File: src/rtl/bcd_op_sequencer.sv
// Digit-serial BCD arithmetic/bitwise sequencer for the calculator.
// One digit per clock, LSD first; negative SUB reruns with operands swapped.
module bcd_op_sequencer #(
  parameter int DIGITS = 4
) (
  input  logic                  clk,
  input  logic                  rst,
  input  logic                  start,
  input  logic                  abort,
  input  logic [2:0]            op,
  input  logic [4*DIGITS-1:0]   a_in,
  input  logic [4*DIGITS-1:0]   b_in,
  output logic                  busy,
  output logic                  done,
  output logic [4*DIGITS-1:0]   result,
  output logic                  neg,
  output logic                  ovf,
  output logic                  err
);

  localparam int W  = 4 * DIGITS;
  localparam int IW = (DIGITS > 1) ? $clog2(DIGITS) : 1;

  localparam logic [2:0] OP_ADD = 3'd2;
  localparam logic [2:0] OP_SUB = 3'd3;
  localparam logic [2:0] OP_AND = 3'd4;
  localparam logic [2:0] OP_OR  = 3'd5;
  localparam logic [2:0] OP_XOR = 3'd6;

  typedef enum logic [1:0] {
    S_IDLE,
    S_CALC,
    S_SWAP,
    S_DONE
  } state_t;

  state_t         state_q, state_d;
  logic [IW-1:0]  idx_q, idx_d;
  logic           cy_q, cy_d;
  logic           pass_q, pass_d;
  logic [W-1:0]   a_q, a_d;
  logic [W-1:0]   b_q, b_d;
  logic [2:0]     op_q, op_d;
  logic [W-1:0]   acc_q, acc_d;
  logic [W-1:0]   res_q, res_d;
  logic           neg_q, neg_d;
  logic           ovf_q, ovf_d;
  logic           err_q, err_d;
  logic           busy_q, done_q;

  logic [3:0]     na, nb, dig;
  logic           cy_n;
  logic [4:0]     t5;
  logic           is_ill, is_bit, bad_in, bad_res;

  function automatic logic any_bad(input logic [W-1:0] v);
    logic r;
    r = 1'b0;
    for (int i = 0; i < DIGITS; i++) begin
      if (v[4*i +: 4] > 4'd9) r = 1'b1;
    end
    return r;
  endfunction

  // The operand registers rotate right one digit per CALC edge, so the
  // current digit is always in the low nibble.
  assign na = a_q[3:0];
  assign nb = b_q[3:0];

  assign is_bit = (op_q == OP_AND) || (op_q == OP_OR) || (op_q == OP_XOR);
  assign is_ill = !(is_bit || (op_q == OP_ADD) || (op_q == OP_SUB));

  // Single-digit ALU: BCD add/sub with carry/borrow, or nibble bitwise op.
  always_comb begin
    dig  = 4'd0;
    cy_n = 1'b0;
    t5   = 5'd0;
    case (op_q)
      OP_ADD: begin
        t5 = {1'b0, na} + {1'b0, nb} + {4'd0, cy_q};
        if (t5 >= 5'd10) begin
          t5   = t5 - 5'd10;
          cy_n = 1'b1;
        end
        dig = t5[3:0];
      end
      OP_SUB: begin
        t5 = {1'b0, na} - {1'b0, nb} - {4'd0, cy_q};
        if (t5[4]) begin
          dig  = t5[3:0] + 4'd10;
          cy_n = 1'b1;
        end else begin
          dig = t5[3:0];
        end
      end
      OP_AND:  dig = na & nb;
      OP_OR:   dig = na | nb;
      OP_XOR:  dig = na ^ nb;
      default: dig = 4'd0;
    endcase
  end

  // Next-state logic: sequencing, accumulation and result/flag capture.
  always_comb begin
    state_d = state_q;
    idx_d   = idx_q;
    cy_d    = cy_q;
    pass_d  = pass_q;
    a_d     = a_q;
    b_d     = b_q;
    op_d    = op_q;
    acc_d   = acc_q;
    res_d   = res_q;
    neg_d   = neg_q;
    ovf_d   = ovf_q;
    err_d   = err_q;
    bad_in  = 1'b0;
    bad_res = 1'b0;
    if (abort) begin
      state_d = S_IDLE;
    end else begin
      case (state_q)
        S_IDLE: begin
          if (start) begin
            a_d     = a_in;
            b_d     = b_in;
            op_d    = op;
            idx_d   = '0;
            cy_d    = 1'b0;
            pass_d  = 1'b0;
            acc_d   = '0;
            state_d = S_CALC;
          end
        end
        S_CALC: begin
          acc_d = (acc_q >> 4) | (W'(dig) << (W - 4));
          a_d   = (a_q >> 4) | (a_q << (W - 4));
          b_d   = (b_q >> 4) | (b_q << (W - 4));
          cy_d  = cy_n;
          idx_d = idx_q + 1'b1;
          if (idx_q == IW'(DIGITS - 1)) begin
            if ((op_q == OP_SUB) && !pass_q && cy_n) begin
              state_d = S_SWAP;
            end else begin
              // Nibble validity is rotation-invariant, so the
              // partly rotated operands are fine to check here.
              bad_in  = ((op_q == OP_ADD) || (op_q == OP_SUB)) &&
                        (any_bad(a_q) || any_bad(b_q));
              bad_res = is_bit && any_bad(acc_d);
              err_d   = is_ill || bad_in || bad_res;
              res_d   = (is_ill || bad_in) ? '0 : acc_d;
              ovf_d   = (op_q == OP_ADD) && cy_n;
              neg_d   = (op_q == OP_SUB) && pass_q;
              state_d = S_DONE;
            end
          end
        end
        S_SWAP: begin
          a_d     = b_q;
          b_d     = a_q;
          idx_d   = '0;
          cy_d    = 1'b0;
          pass_d  = 1'b1;
          acc_d   = '0;
          state_d = S_CALC;
        end
        S_DONE: begin
          state_d = S_IDLE;
        end
        default: begin
          state_d = S_IDLE;
        end
      endcase
    end
  end

  // State, datapath and output registers.
  always_ff @(posedge clk or posedge rst) begin
    if (rst) begin
      state_q <= S_IDLE;
      idx_q   <= '0;
      cy_q    <= 1'b0;
      pass_q  <= 1'b0;
      a_q     <= '0;
      b_q     <= '0;
      op_q    <= 3'd0;
      acc_q   <= '0;
      res_q   <= '0;
      neg_q   <= 1'b0;
      ovf_q   <= 1'b0;
      err_q   <= 1'b0;
      busy_q  <= 1'b0;
      done_q  <= 1'b0;
    end else begin
      state_q <= state_d;
      idx_q   <= idx_d;
      cy_q    <= cy_d;
      pass_q  <= pass_d;
      a_q     <= a_d;
      b_q     <= b_d;
      op_q    <= op_d;
      acc_q   <= acc_d;
      res_q   <= res_d;
      neg_q   <= neg_d;
      ovf_q   <= ovf_d;
      err_q   <= err_d;
      busy_q  <= (state_d != S_IDLE);
      done_q  <= (state_d == S_DONE);
    end
  end

  assign busy   = busy_q;
  assign done   = done_q;
  assign result = res_q;
  assign neg    = neg_q;
  assign ovf    = ovf_q;
  assign err    = err_q;

endmodule

File: config.mk
export PLATFORM = sky130hd
export DESIGN_NAME = bcd_op_sequencer
export DESIGN_NICKNAME = d
export VERILOG_FILES = /design/src/rtl/bcd_op_sequencer.sv
export SDC_FILE = /design/constraint.sdc
export NUM_CORES = 1
export LEC_CHECK = 0
export CORE_ASPECT_RATIO = 2
export CORE_MARGIN = 2
export CORE_UTILIZATION = 50
export DETAILED_ROUTE_END_ITERATION = 8
export PLACE_DENSITY = 0.7
export SYNTH_ARGS = -nofsm -noshare
export SYNTH_HDL_FRONTEND = slang
export SYNTH_SLANG_ARGS = --single-unit
File: constraint.sdc
create_clock -name clk -period 3 [get_ports clk]
set_input_delay 0.75 -clock clk [delete_from_list [all_inputs] [get_ports clk]]
set_output_delay 0.75 -clock clk [all_outputs]
set_load 0.005 [all_outputs]
# --- Word-level counts from Yosys, hierarchy flattened ---
# Index checks and enable logic that the tools add are counted.
classes:
  n_reduce_logical: 24
  eq_ne: 11
  n_mux: 47
  add_sub_neg: 7
  n_lt_le_gt_ge: 13
  bitwise: 8
ops:
  columns: ["op", "count"]
  rows:
  - ["$pmux W16 S3", 3]
  - ["$mux W16", 4]
  - ["$gt A4 B4 Y1 const B", 12]
  - ["$or A12 B16 Y16", 3]
  - ["$mux W1", 28]
  - ["$pmux W4 S5", 1]
  - ["$eq A3 B3 Y1 const B", 3]
  - ["$reduce_and A3 Y1", 3]
  - ["$eq A2 B2 Y1 const B", 4]
  - ["$logic_or A1 B1 Y1", 8]
  - ["$mux W2", 4]
  - ["$mux W4", 2]
  - ["$pmux W2 S4", 1]
  - ["$eq A3 B2 Y1 const B", 2]
  - ["$logic_and A1 B1 Y1", 6]
  - ["$pmux W2 S3", 1]
  - ["$add A4 B4 Y5", 1]
  - ["$add A5 B1 Y5", 1]
  - ["$ge A5 B4 Y1 const B", 1]
  - ["$sub A4 B4 Y5", 1]
  - ["$sub A5 B1 Y5", 1]
  - ["$add A4 B4 Y4 const B", 1]
  - ["$and A4 B4 Y4", 1]
  - ["$or A4 B4 Y4", 1]
  - ["other kinds (13)", 17]
word_totals:
  inputBits: 39
  out_inout_bits: 21
  regBits: 78

# --- Depth between registers and ports, before layout ---
depth:
  depth_word: 17
  ltp_mapped: 14
  mapped_depth_nobuf: 13

# --- Worst setup path before layout ---
# OpenSTA, ideal clock, no wires.
synth_path:
  path_type: "reg2reg"
  start: "reg a_q[0]"
  end: "reg err_q (netlist: err)"
  path_buffers: 0
  arrival_ns: 2.525
  stages_incl_launch_ff: 13
  slack_ns: 0.388
  setup_time_ns: 0.087
  cell_sequence: "dfrtp_1 -> inv_1 -> fa_1 -> inv_1 -> fa_1 -> ha_1 -> nand2_1 -> o21ai_0 -> o21ai_0 -> a31o_2 -> o2111a_1 -> o2111a_1 -> a211oi_2"
synth_via:
  elab_chain_cells: 14
synth_rtl:
  columns: ["item", "line_no", "text"]
  rows:
  - ["start, declared", "41", "logic [W-1:0] a_q, a_d;"]
  - ["start signal, assigned", "184", "a_q <= '0;"]
  - ["start signal, assigned", "199", "a_q <= a_d;"]
  - ["$sub A4 B4 Y5 / $add A4 B4 Y5 (equally long branches)", "88, 80", null]
  - ["$sub A5 B1 Y5 / $add A5 B1 Y5 (equally long branches)", "88, 80", null]
  - ["$add A4 B4 Y4, or another cell as far along", "90", "dig = t5[3:0] + 4'd10;"]
  - ["$mux W4 (on tied branches)", "89, 81", null]
  - ["$pmux W4 S5", "78", "case (op_q)"]
  - ["$or A12 B16 Y16", "136", "acc_d = (acc_q >> 4) | (W'(dig) << (W - 4));"]
  - ["$gt A4 B4 Y1", "60", "if (v[4*i +: 4] > 4'd9) r = 1'b1;"]
  - ["$mux W1", "60", null]
  - ["$mux W1", "142", "if ((op_q == OP_SUB) && !pass_q && cy_n) begin"]
  - ["$mux W1", "141", "if (idx_q == IW'(DIGITS - 1)) begin"]
  - ["$mux W1", "122", "case (state_q)"]
  - ["$mux W1", "119", "if (abort) begin"]
  - ["$logic_and A1 B1 Y1", "149", "bad_res = is_bit && any_bad(acc_d);"]
  - ["$logic_or A1 B1 Y1", "150", "err_d = is_ill || bad_in || bad_res;"]
  - ["end signal, assigned", "206", "err_q <= err_d;"]
  - ["end, declared", "48", "logic err_q, err_d;"]
# Several ways; a longest one is shown, not always the timed one. The select of a mux whose other input is x is not followed.
# A chain may end at the register's enable or synchronous reset.

# --- Worst setup path in the final report ---
# Same ends and word-level chain as after synthesis.

==> flow_summary.json <==
{
  "drtIter0Drc": 238,
  "die_w_um": 70.01,
  "finalPower_uw": 3760,
  "tns_ns": 0,
  "ant_nets": 0,
  "dp_slack_ns": 0.1292,
  "grt_pass1_vias": 3825,
  "cts.sinks": 74,
  "syn_area_um2": 4357,
  "synth_common_cells": "nand2_1, o21ai_0, dfrtp_1",
  "dpl.hpwl_mm": 8.285,
  "maxCapViolCount": 0,
  "slew_viol_final": 0,
  "synth_compound_area_frac": 0.2659,
  "syn-num-nets": 560,
  "yosysTopAreaCellShare": 0.4250,
  "grt_usage": 0.2499,
  "synth.area.mux_share": 0.02183,
  "dr.pass1.iters": 4,
  "synth_most_common_cell": "nand2_1",
  "vias": 3728,
  "fillers": 765,
  "synthXorXnorAreaFrac": 0.01809,
  "synthAdderAreaFrac": 0.07869,
  "synth_edf_count": 0,
  "ys_types": 53,
  "antenna_found_initial": 0,
  "async_flop_share": 1.000,
  "core_area_um2": 8528,
  "post_drt_wl_per_cell_um": 17.32,
  "die_h_um": 136.0,
  "syn_inst": 496,
  "synth_seq_cells": 74,
  "setup_violations": 0,
  "irDropWorstVdd_mv": 0.3901,
  "nNetsFinal": 608,
  "remaining_drc_errors": 0,
  "slew_headroom": 0.5251,
  "n_antenna_cell": 0,
  "cp.arrival_ns": 3.09,
  "clk_latency_ns": 0.34,
  "synth_top_family_by_area": "compound AO/OA/AOI/OAI gates",
  "skew_ns": 0.009011,
  "numCtsBuffers": 9,
  "synthSimpleGateAreaFrac": 0.1419,
  "drive_gt1_frac": 0.08029,
  "synthTopCellsByArea": "dfrtp_1, o21ai_0, nand2_1, ha_1, a22oi_1",
  "cts_hold_buf": 0,
  "fmax_mhz": 351.6,
  "avgSynthCellArea_um2": 8.784,
  "hold_viol_final": 0,
  "worst_ep_required_time_ns": 3.25,
  "power_leakage_uw": 0.002285,
  "initial_core_util": 0.5109,
  "rows": 48,
  "numPortBuffers": 59,
  "fin_crit_sh": 0.9480,
  "ys_warn_count": 0,
  "cts_tree": "done",
  "grt-ovfl-total": 0,
  "area_growth_pct": 23.21,
  "tightestPinTransition_ns": 0.7070,
  "critical_path_class": "flip-flop to flip-flop",
  "synth_top_area_cell": "dfrtp_1",
  "regToRegSetupSlack_ns": 0.16,
  "dieArea_um2": 9521,
  "power.density_nw_per_um2": 700.6,
  "via_per_inst": 5.753,
  "status": "finished clean",
  "period_needed_ns": 2.844,
  "synth_flop_cell": "dfrtp_1",
  "grt_max_degree": 75,
  "clock_path_buffers": 2,
  "ys_seq_area_frac": 0.4250,
  "path_clk_slew_ns": 0.06,
  "ios": 60,
  "end_kind": "flip-flop",
  "start_kind": "flip-flop",
  "gp_congestion": 0.9421,
  "path_max_fanout": 4,
  "cts_max_level": 3,
  "grt_pass1_wl_mm": 18.33,
  "wirelength_mm": 11.22,
  "cts-root-buf": "clkbuf_16",
  "min_path_type": "flip-flop to flip-flop",
  "fin_ws_ns": 0.1561
}
[layout by cell type (no fill, tap or decap), types with 6 or more instances in the layout]
cell type / n
nand2_1: 104
o21ai_0: 102
dfrtp_1: 74
clkdlybuf4s50_1: 59
a22oi_1: 32
ha_1: 20
nor2_1: 16
inv_1: 15
a22o_1: 12
buf_4: 10
clkbuf_16: 9
a21oi_1: 7
xnor2_1: 6
[worst paths after layout]
kind                              from         to  depth (start not counted)
worst min-delay path               ovf        ovf                          2
worst max register to register  a_q[0]        err                         12
worst min register to register     ovf        ovf                          2
worst max-delay path            a_q[0]        err                         12
max in group asynchronous          rst  acc_q[15]                          3
min in group asynchronous          rst  result[1]                          3
[metal layers]
layer | global-route usage | vias to the layer above | share of wire
li1 | - | 1834 | -
met1 | 0.2540 | 1741 | 0.35
met2 | 0.4540 | 110 | 0.55
met3 | 0.03410 | 43 | 0.032
met4 | 0.1880 | 0 | 0.063
met5 | 0 | - | 0
[state kept, by name, indices dropped and copies added (netlist names), 2 cells and up]
signal	cells
b_q	16
idx_q	2
acc_q	12
op_q	3
result	16
state_q	2
a_q	16
[repair_timing]
| item | 4_1_cts | 5_1_grt |
|---|---|---|
| endpoints found under the setup margin | 0 | 1 |
| gates resized for setup | 0 | 3 |
| setup buffers | 0 | 1 |
[cell type report]
type                            count  area [um^2]  area share
Sequential cell                    74         1852      0.3450
Tap cell                          100        125.1     0.02331
Clock buffer                       10        239.0     0.04452
Inverter                           16        60.06     0.01119
Clock inverter                      5        78.83     0.01469
Timing Repair Buffer               71        705.7      0.1315
Multi-Input combinational cell    372         2307      0.4298
[report_power, final]
group	total [uW]	internal, uW	switching, uW	leakage (uW)
logic	1280	551	732	0.00116
clock network	1160	744	415	0.000158
registers	1320	1140	180	0.000970
[critical path: stages, from the launching register on]
cell      delay [ns]
dfrtp_1         0.40
inv_1           0.12
fa_1            0.40
inv_1           0.10
fa_2            0.46
ha_1            0.30
nand2_1         0.05
o21ai_0         0.09
o21ai_0         0.11
a31o_2          0.26
o2111a_1        0.13
o2111a_1        0.14
a211oi_2        0.19
[per-stage QoR]
step                  util  std cells  hold slack (ns)  cell area (um^2)
CTS                 0.6271        647           0.4816              5348
global route        0.6294        648           0.5110              5368
global placement    0.5898        632           0.4662              5030
detailed placement  0.5898        632           0.4695              5030
finish              0.6294        648           0.4738              5368
floorplan                -        496           0.4507              4357
[cell families (layout without fill, tap and decap cells)]
logic type | after synthesis | count (layout)
AOI/OAI and AO/OA | 182 | 182
buffers and inverters | 50 | 102
adders and majority gates | 25 | 25
muxes | 9 | 9
and+or+nand+nor | 147 | 147
DFF | 74 | 74
xor gates and xnor gates | 9 | 9
(Power assumes the default switching activity.)
